===== config.mk =====
export PLATFORM = sky130hd
export DESIGN_NAME = bloco_fuzzificador_it2
export DESIGN_NICKNAME = d
export VERILOG_FILES = /design/src/rtl/fuzzy_pkg.sv /design/src/rtl/divisor_restaurador.sv /design/src/rtl/bloco_fuzzificador_it2.sv
export SDC_FILE = /design/constraint.sdc
export NUM_CORES = 2
export LEC_CHECK = 0
export ABC_AREA = 0
export BUFFER_PORTS_ARGS = -buffer_cell sky130_fd_sc_hd__buf_2
export CAP_MARGIN = 20
export CORE_UTILIZATION = 35
export DETAILED_ROUTE_END_ITERATION = 7
export HOLD_SLACK_MARGIN = 0.12
export PLACE_DENSITY = 0.59
export SYNTH_ARGS = -nofsm -noshare
export SYNTH_HDL_FRONTEND = slang
export SYNTH_SLANG_ARGS = --single-unit
export TNS_END_PERCENT = 100

===== constraint.sdc =====
create_clock -name i_clk -period 22.9 [get_ports i_clk]
set_input_delay 4.58 -clock i_clk [delete_from_list [all_inputs] [get_ports i_clk]]
set_output_delay 4.58 -clock i_clk [all_outputs]
set_load 0.1 [all_outputs]

===== src/rtl/fuzzy_pkg.sv =====
// Shared types and corner-address helpers for the interval type-2 trapezoidal fuzzifier.
package fuzzy_pkg;

  typedef enum logic [2:0] {IDLE, SETUP, DIV, WB, COMMIT} state_t;
  typedef enum logic [1:0] {ZERO, RISE, PLATEAU, FALL} region_t;

  localparam int SET_UP          = 0;
  localparam int SET_LOW         = 1;
  localparam int CORNER_A        = 0;
  localparam int CORNER_B        = 1;
  localparam int CORNER_C        = 2;
  localparam int CORNER_D        = 3;
  localparam int CORNERS_PER_SET = 4;
  localparam int SETS_PER_MF     = 2;

  // Flat corner index of MF mf (= input*N_MF + j), set (UP/LOW) and corner (A..D).
  function automatic int f_cfg_idx(input int mf, input int set, input int corner);
    return (mf * SETS_PER_MF + set) * CORNERS_PER_SET + corner;
  endfunction

endpackage


===== src/rtl/divisor_restaurador.sv =====
// Sequential restoring divider: 2W-bit numerator / W-bit denominator, one quotient bit per cycle.
module divisor_restaurador #(
  parameter int W = 8
) (
  input  logic           i_clk,
  input  logic           i_rst,
  input  logic           i_start,
  input  logic [2*W-1:0] i_num,
  input  logic [W-1:0]   i_den,
  output logic           o_valid,
  output logic [W-1:0]   o_quo
);
  localparam int CW = $clog2(W + 1);

  logic [W-1:0]  r_rem;
  logic [W-1:0]  r_quo;
  logic [W-1:0]  r_den;
  logic [CW-1:0] r_cnt;
  logic          r_run;
  logic [W:0]    w_shift;
  logic [W-1:0]  w_diff;
  logic          w_ge;

  // The quotient fits in W bits, so the high numerator half seeds the remainder directly.
  assign w_shift = {r_rem, r_quo[W-1]};
  assign w_ge    = (w_shift >= {1'b0, r_den});
  assign w_diff  = w_shift[W-1:0] - r_den;

  // High during the final iteration; o_quo holds the finished quotient after that edge.
  assign o_valid = r_run && (r_cnt == CW'(W - 1));
  assign o_quo   = r_quo;

  always_ff @(posedge i_clk or posedge i_rst) begin
    if (i_rst) begin
      r_rem <= '0;
      r_quo <= '0;
      r_den <= '0;
      r_cnt <= '0;
      r_run <= 1'b0;
    end else if (i_start) begin
      r_rem <= i_num[2*W-1:W];
      r_quo <= i_num[W-1:0];
      r_den <= i_den;
      r_cnt <= '0;
      r_run <= 1'b1;
    end else if (r_run) begin
      r_rem <= w_ge ? w_diff : w_shift[W-1:0];
      r_quo <= {r_quo[W-2:0], w_ge};
      r_cnt <= r_cnt + CW'(1);
      if (r_cnt == CW'(W - 1)) r_run <= 1'b0;
    end
  end

endmodule


===== src/rtl/bloco_fuzzificador_it2.sv =====
// Time-multiplexed IT2 trapezoidal fuzzifier: evaluates every UP/LOW degree through one shared divider.
module bloco_fuzzificador_it2
  import fuzzy_pkg::*;
#(
  parameter  int W    = 8,
  parameter  int N_IN = 2,
  parameter  int N_MF = 3,
  localparam int M    = N_IN * N_MF,
  localparam int AW   = $clog2(8 * M)
) (
  input  logic              i_clk,
  input  logic              i_reset,
  input  logic              i_start,
  input  logic [N_IN*W-1:0] i_inputs,
  input  logic              i_cfg_we,
  input  logic [AW-1:0]     i_cfg_addr,
  input  logic [W-1:0]      i_cfg_data,
  output logic [M*W-1:0]    o_mu_up,
  output logic [M*W-1:0]    o_mu_low,
  output logic [M-1:0]      o_ativo_up,
  output logic              o_busy,
  output logic              o_done,
  output state_t            o_dbg_state
);
  localparam int             NC   = 8 * M;
  localparam int             NE   = 2 * M;
  localparam int             EW   = (NE > 1) ? $clog2(NE) : 1;
  localparam logic [2*W-1:0] MAX2 = {{W{1'b0}}, {W{1'b1}}};
  localparam logic [W-1:0]   MAX  = '1;

  // Valid/ready: i_start is accepted only while o_busy is low; o_done marks one cycle of fresh results.
  state_t              r_state;
  region_t             r_region;
  logic [EW-1:0]       r_e;
  logic [N_IN*W-1:0]   r_x;
  logic [W-1:0]        r_corner [NC];
  logic [W-1:0]        r_sh_up  [M];
  logic [W-1:0]        r_sh_low [M];
  logic [M*W-1:0]      r_mu_up;
  logic [M*W-1:0]      r_mu_low;
  logic [M-1:0]        r_ativo;
  logic                r_busy;
  logic                r_done;

  int                  w_in_idx;
  logic [AW-1:0]       w_base;
  logic [W-1:0]        w_x, w_a, w_b, w_c, w_d, w_den, w_quo, w_wb_val;
  logic [2*W-1:0]      w_num;
  region_t             w_region;
  logic                w_div_start;
  logic                w_div_valid;

  // Evaluation e = 2*m + s maps straight onto corner words 4*e .. 4*e+3.
  always_comb begin
    w_in_idx = int'(r_e) / (2 * N_MF);
    w_x      = '0;
    for (int i = 0; i < N_IN; i++)
      if (w_in_idx == i) w_x = r_x[i*W +: W];
    w_base   = AW'(f_cfg_idx(int'(r_e) >> 1, int'(r_e[0]), CORNER_A));
    w_a      = r_corner[w_base + AW'(CORNER_A)];
    w_b      = r_corner[w_base + AW'(CORNER_B)];
    w_c      = r_corner[w_base + AW'(CORNER_C)];
    w_d      = r_corner[w_base + AW'(CORNER_D)];
    w_region = ZERO;
    w_num    = '0;
    w_den    = W'(1);
    if (w_x < w_a || w_x > w_d) begin
      w_region = ZERO;
    end else if (w_x >= w_b && w_x <= w_c) begin
      w_region = PLATEAU;
    end else if (w_x < w_b) begin
      w_region = RISE;
      w_num    = {{W{1'b0}}, W'(w_x - w_a)} * MAX2;
      w_den    = w_b - w_a;
    end else begin
      w_region = FALL;
      w_num    = {{W{1'b0}}, W'(w_d - w_x)} * MAX2;
      w_den    = w_d - w_c;
    end
  end

  always_comb begin
    case (r_region)
      PLATEAU:    w_wb_val = MAX;
      RISE, FALL: w_wb_val = w_quo;
      default:    w_wb_val = '0;
    endcase
  end

  assign w_div_start = (r_state == SETUP);

  divisor_restaurador #(.W(W)) u_div (
    .i_clk   (i_clk),
    .i_rst   (i_reset),
    .i_start (w_div_start),
    .i_num   (w_num),
    .i_den   (w_den),
    .o_valid (w_div_valid),
    .o_quo   (w_quo)
  );

  always_ff @(posedge i_clk or posedge i_reset) begin
    if (i_reset) begin
      r_state  <= IDLE;
      r_region <= ZERO;
      r_e      <= '0;
      r_x      <= '0;
      r_mu_up  <= '0;
      r_mu_low <= '0;
      r_ativo  <= '0;
      r_busy   <= 1'b0;
      r_done   <= 1'b0;
      for (int n = 0; n < NC; n++) r_corner[n] <= '0;
      for (int m = 0; m < M; m++) begin
        r_sh_up[m]  <= '0;
        r_sh_low[m] <= '0;
      end
    end else begin
      r_done <= 1'b0;
      case (r_state)
        IDLE: begin
          if (i_cfg_we && int'(i_cfg_addr) < NC) r_corner[i_cfg_addr] <= i_cfg_data;
          if (i_start) begin
            r_x     <= i_inputs;
            r_e     <= '0;
            r_busy  <= 1'b1;
            r_state <= SETUP;
          end
        end
        SETUP: begin
          r_region <= w_region;
          r_state  <= DIV;
        end
        DIV: begin
          if (w_div_valid) r_state <= WB;
        end
        WB: begin
          for (int m = 0; m < M; m++)
            if (int'(r_e >> 1) == m) begin
              if (r_e[0]) r_sh_low[m] <= w_wb_val;
              else        r_sh_up[m]  <= w_wb_val;
            end
          if (r_e == EW'(NE - 1)) begin
            r_state <= COMMIT;
          end else begin
            r_e     <= r_e + EW'(1);
            r_state <= SETUP;
          end
        end
        COMMIT: begin
          // The lower degree may never exceed the upper one.
          for (int m = 0; m < M; m++) begin
            r_mu_up[m*W +: W]  <= r_sh_up[m];
            r_mu_low[m*W +: W] <= (r_sh_low[m] < r_sh_up[m]) ? r_sh_low[m] : r_sh_up[m];
            r_ativo[m]         <= |r_sh_up[m];
          end
          r_done  <= 1'b1;
          r_busy  <= 1'b0;
          r_state <= IDLE;
        end
        default: r_state <= IDLE;
      endcase
    end
  end

  assign o_mu_up     = r_mu_up;
  assign o_mu_low    = r_mu_low;
  assign o_ativo_up  = r_ativo;
  assign o_busy      = r_busy;
  assign o_done      = r_done;
  assign o_dbg_state = r_state;

endmodule


## Word level (Yosys, flattened, before mapping)

Index checks and enable logic that the tools add are counted.

- Register bits after elaboration: 638
- Bits of input ports: 34
- Output and inout port bits: 107
- Logic and storage cells: 219

- Add/subtract/negate cells: 11
- $mul: 2
- Divide/modulo/power cells: 1
- Order comparisons: 19
- Equal/unequal tests: 18
- Multiplexer cells: 53
- Bitwise logic cells: 6
- Reductions and logical operators: 35

Operator list:

| operator | number |
|---|---|
| $bwmux W384 | 1 |
| $mux W8 | 25 |
| $bmux W8 S6 | 4 |
| $logic_not A32 Y1 | 2 |
| $lt A8 B8 Y1 | 8 |
| $demux W8 S6 | 1 |
| $mux W16 | 3 |
| $reduce_or A8 Y1 | 6 |
| $sub A8 B8 Y8 | 5 |
| $reduce_and A3 Y1 | 13 |
| $ge A7 B7 Y1 const B | 5 |
| $not A6 Y7 | 5 |
| $div A5 B4 Y32 const B | 1 |
| $eq A32 B2 Y1 const B | 1 |
| $mul A8 B8 Y16 const B | 2 |
| $mux W4 | 4 |
| $pmux W8 S2 | 1 |
| $eq A3 B3 Y1 const B | 5 |
| $add A6 B2 Y6 const B | 2 |
| $pmux W3 S4 | 1 |
| $eq A3 B2 Y1 const B | 3 |
| $ge A9 B8 Y1 | 1 |
| $mux W3 | 3 |
| $add A4 B1 Y4 const B | 2 |
| 25 further kinds | 41 |

## Depth between registers and ports, before layout

- Depth in word-level cells: 12
- Gate-level depth with buffers: 35
- Gate-level depth less buffers: 31

## Modules after synthesis

Synthesis repeated with hierarchy kept, for this count alone.

- Cells, all modules: 2910
- Area, all modules: 34556.9 µm²

Modules (own cells, without submodules):

| module | instances | cells an instance | area each (µm²) | seq. area each (µm²) |
|---|---|---|---|---|
| bloco_fuzzificador_it2 | 1 | 2701 | 32680.1 | 15239.6 |
| divisor_restaurador | 1 | 209 | 1876.8 | 725.7 |

## Worst setup path after synthesis

Ideal clock, no wire load.

- Path type: register to register
- Start: reg r_e[1]
- End: reg u_div.r_rem[5]
- Library setup time: 0.094 ns
- Arrival time: 7.360 ns
- Required time: 22.806 ns
- Setup slack: 15.446 ns
- Stages on the path, launching flop included: 34
- Buffers on the path: 5
- Clock period less this slack: 7.454 ns
- Path through: dfrtp_1 buf_6 buf_4 buf_2 buf_2 buf_2 mux4_2 nand2_1 a21oi_1 a21oi_1 ha_1 fa_1 nor2b_4 o31a_4 a21oi_1 inv_1 xnor2_1 xnor2_1 fa_1 inv_1 fa_1 inv_1 fa_1 inv_1 ha_1 o21a_1 a21oi_1 o21ai_0 and4_1 a21oi_1 nand2b_1 xnor2_1 o21ba_1 a221oi_2

- Longest elaborated chain between the ends: 12
- Elaborated cells between the ends (all ways): 40
- Those cells by class: add/sub: 6; mul: 2; div: 1; order compare: 5; eq/ne: 1; mux: 18; bitwise: 4; reduce/logical: 3

Ends and longest elaborated chain:

| what | line | RTL |
|---|---|---|
| from (decl) | bloco_fuzzificador_it2.sv:34 | `logic [EW-1:0] r_e;` |
| from (signal assigned) | bloco_fuzzificador_it2.sv:146 | `r_e <= r_e + EW'(1);` |
| branches (longest 10 deep; another with $div A5 B4 Y32) | - |  |
| $mux W16 (*) | bloco_fuzzificador_it2.sv:67 | `if (w_x < w_a \|\| w_x > w_d) begin` |
| $mux W8 (*) | divisor_restaurador.sv:40 | `end else if (i_start) begin` |
| to (signal assigned) | divisor_restaurador.sv:41 | `r_rem <= i_num[2*W-1:W];` |
| to (signal assigned) | divisor_restaurador.sv:47 | `r_rem <= w_ge ? w_diff : w_shift[W-1:0];` |
| to (decl) | divisor_restaurador.sv:15 | `logic [W-1:0] r_rem;` |

Every way passes the cells marked *. The select of a mux whose other input is x is not followed.
A chain may end at the register's enable or synchronous reset.

## Worst setup path after layout

Same ends and word-level chain as after synthesis.

==> results.yml <==
route:
  drt_iter0_drc: 1380
  dr.pass1.iters: 8
  vias: 22124
  wl_per_cell_um: 19.51
  drcViolationCount: 46
  vias_per_cell: 5.125
  finalWirelength_um: 84200
  postRouteAntennaNets: 0
timing:
  finalWorstSetupSlack_ns: 14.71
  max_slew.worst_pin.slew_ns: 1.114
  grt_setup_unrepaired: "no"
  fin_setup_tns_ns: 0
  final-setup-viol-count: 0
  skew_ns: 0.01487
  finalHoldViolCount: 0
  slew_headroom: 0.2573
  slew_viol_final: 0
  fmax_ghz: 0.1220
  finalCritPeriodShare: 0.3578
  fin_crit_ns: 8.195
synthesis:
  synth_seq_cells: 638
  avgSynthCellArea_um2: 11.87
  synth_edf_count: 0
  yosysTopAreaCell: "dfrtp_1"
  yosysSeqAreaShare: 0.4651
  synthFlopType: "dfrtp_1"
  async_reset_ff_frac: 1.000
  netlist_area_um2: 34330
  synth.area.top_cells: "dfrtp_1, mux2_2, ha_1"
  yosysWarnings: 0
  synth.distinct_cells: 78
  synth.top_cell.area_share: 0.4651
  syn_inst: 2893
  synth_nets: 3147
critical_path:
  cp-start-kind: "flop"
  end_kind: "flop"
  critPathSlowestCell: "dfrtp_4"
  critPathMaxFanout: 82
  reg2reg_slack_ns: 14.71
  cpPeakStageDelay_ns: 0.84
  reg2reg_depth: 29
  reg2reg_to: "u_div.r_rem[5]"
  crit_type: "reg -> reg"
  worstPathRequired_ns: 23.44
  worstPathArrival_ns: 8.73
  worstReg2RegStart: "r_e[1]"
final_layout:
  final_common_cell: "dfrtp_1"
  drive_gt1_frac: 0.2899
  area_delta_synth_final_pct: 13.02
  layout_common_cells: "dfrtp_1, mux2_2, a21oi_1"
  final_nets: 3237
place:
  place_ws_ns: 13.89
  io_buffer_count: 140
  place.gp.congestion: 0.8265
  dpl.hpwl_um: 56520
die:
  die_h_um: 315.2
  core_area_um2: 96850
  die_area_um2: 99340
  die_w_um: 315.2
  top_level_ports: 141
  rows: 114
  start_util: 0.3544
cts:
  cts_root_buffer: "clkbuf_16"
  cts.clk_slew.worst_paths_ns: 0.06
  ctsLongestPathBuffers: 3
  cts.sinks: 638
  insertion_delay_ns: 0.63
  cts_max_level: 3
  postCtsSetupRepairBufs: 0
  cts.hold.buffers_added: 0
  cts_tree: "done"
  cts_resized: 0
  cts_buffers: 74
pwr:
  max-vdd-ir-drop_v: 0.00005374
  leakagePower_nw: 19.66
  p_per_area_nw_per_um2: 61.33
global_route:
  grt_antenna_before_repair: 7
  grt_pass1_vias: 22487
  grt_util_all_layers: 0.1715
  grt_max_degree: 124
  grt_overflow: 0
  grt_pass1_wl_um: 133100
min_path:
  worstHoldEndpoint: "r_corner[167]"
  whs_path_depth: 1
  min_path_type: "reg -> reg"
  min_from: "r_corner[167]"
run:
  cap_viol_max_count: 0
run_status:
  status: "complete, but fails checks"
  failed_checks: "DRC"
==> per-layer routing <==
layer  vias up  part of all wire  wire length, µm  GRT usage
met2       378              0.47            39250     0.2751
li1      10380                 -                -          -
met4         8             0.019             1583    0.04049
met5         -           0.00052               44          0
met1     11257              0.47            39970     0.2412
met3       101             0.040             3360    0.02835
==> area by class of cell <==
class,instances,area (µm²)
well taps,1276,1597
multi-input cells,1903,17020
fillers,9226,58050
flip-flops and latches,638,15980
diodes,2,5.005
clock buffers,111,2255
clock inverters,21,256.5
repair buffers,168,937.1
inverters,198,750.7
==> Yosys cell counts (26+ instances only) <==
library cell	number
dfrtp_1	638
xnor2_1	52
ha_1	173
nor2_1	180
a21oi_1	209
mux2i_1	92
o21ai_0	109
mux2_2	461
fa_1	47
mux4_2	89
inv_1	197
nand2_1	178
xor2_1	26
a21o_1	37
clkbuf_1	118
==> per-stage QoR <==
step	instances	util	hold WS [ns]	power (mW)	area, µm²
final	4317	0.4006	0.4981	2.380	38800
after global routing	4315	0.4006	0.5097	2.460	38790
after CTS	4314	0.4004	0.4999	2.412	38780
after detailed placement	4182	0.3745	0.4873	1.191	36270
after global placement	4181	0.3743	0.4813	1.191	36250
after floorplan	2893	-	0.4621	1.175	34330
==> worst max path at each step <==
| stage | endpoint | from | depth (start not counted) |
|---|---|---|---|
| 3_5_place_dp | o_mu_low[45] | i_reset | 6 |
| 2_1_floorplan | o_ativo_up[0] | i_reset | 1 |
| 3_3_place_gp | o_ativo_up[5] | i_reset | 6 |
| 4_1_cts | o_mu_low[40] | i_reset | 6 |
| 5_1_grt | o_ativo_up[5] | i_reset | 6 |
| 6_report | u_div.r_rem[5] | r_e[1] | 29 |
==> cell families (layout without fill, tap and decap cells) <==
group                    count (synthesis)  count (layout)  synth area share
AO/OA/AOI/OAI                          472             472           0.08307
XOR/XNOR                                79              79           0.02037
adder cells (fa/ha/maj)                221             221           0.09079
buffers and inverters                  352             498           0.04031
flip-flops                             638             638            0.4651
multiplexers                           643             643            0.2368
other                                    0               2                 0
AND/OR/NAND/NOR                        488             488           0.06360
==> sequential cells by signal, indices dropped and copies added (netlist names) <==
register / count
u_div.r_cnt: 4
o_dbg_state: 3
u_div.r_rem: 8
r_sh_up: 48
o_mu_up: 48
r_sh_low: 48
u_div.o_quo: 8
o_ativo_up: 6
o_mu_low: 48
r_corner: 384
u_div.r_run: 1
r_e: 4
r_x: 16
r_region: 2
o_busy: 1
o_done: 1
u_div.r_den: 8
==> worst max-delay path, delay by kind of cell (launching register included) <==
family / cells / cell delay, ns
AO/OA/AOI/OAI: 8 / 1.45
XOR/XNOR: 4 / 1.13
buffers and inverters: 5 / 0.86
flip-flops: 1 / 0.84
multiplexers: 2 / 0.83
AND/OR/NAND/NOR: 5 / 0.70
adder cells (fa/ha/maj): 5 / 2.19
==> power by group <==
group / leakage [nW] / internal [mW] / switching, mW
combinational: 9.66 / 0.00433 / 0.0371
clock: 1.24 / 0.728 / 0.483
sequential: 8.76 / 1.13 / 0
Note: power is estimated with default switching activity, not from simulation.
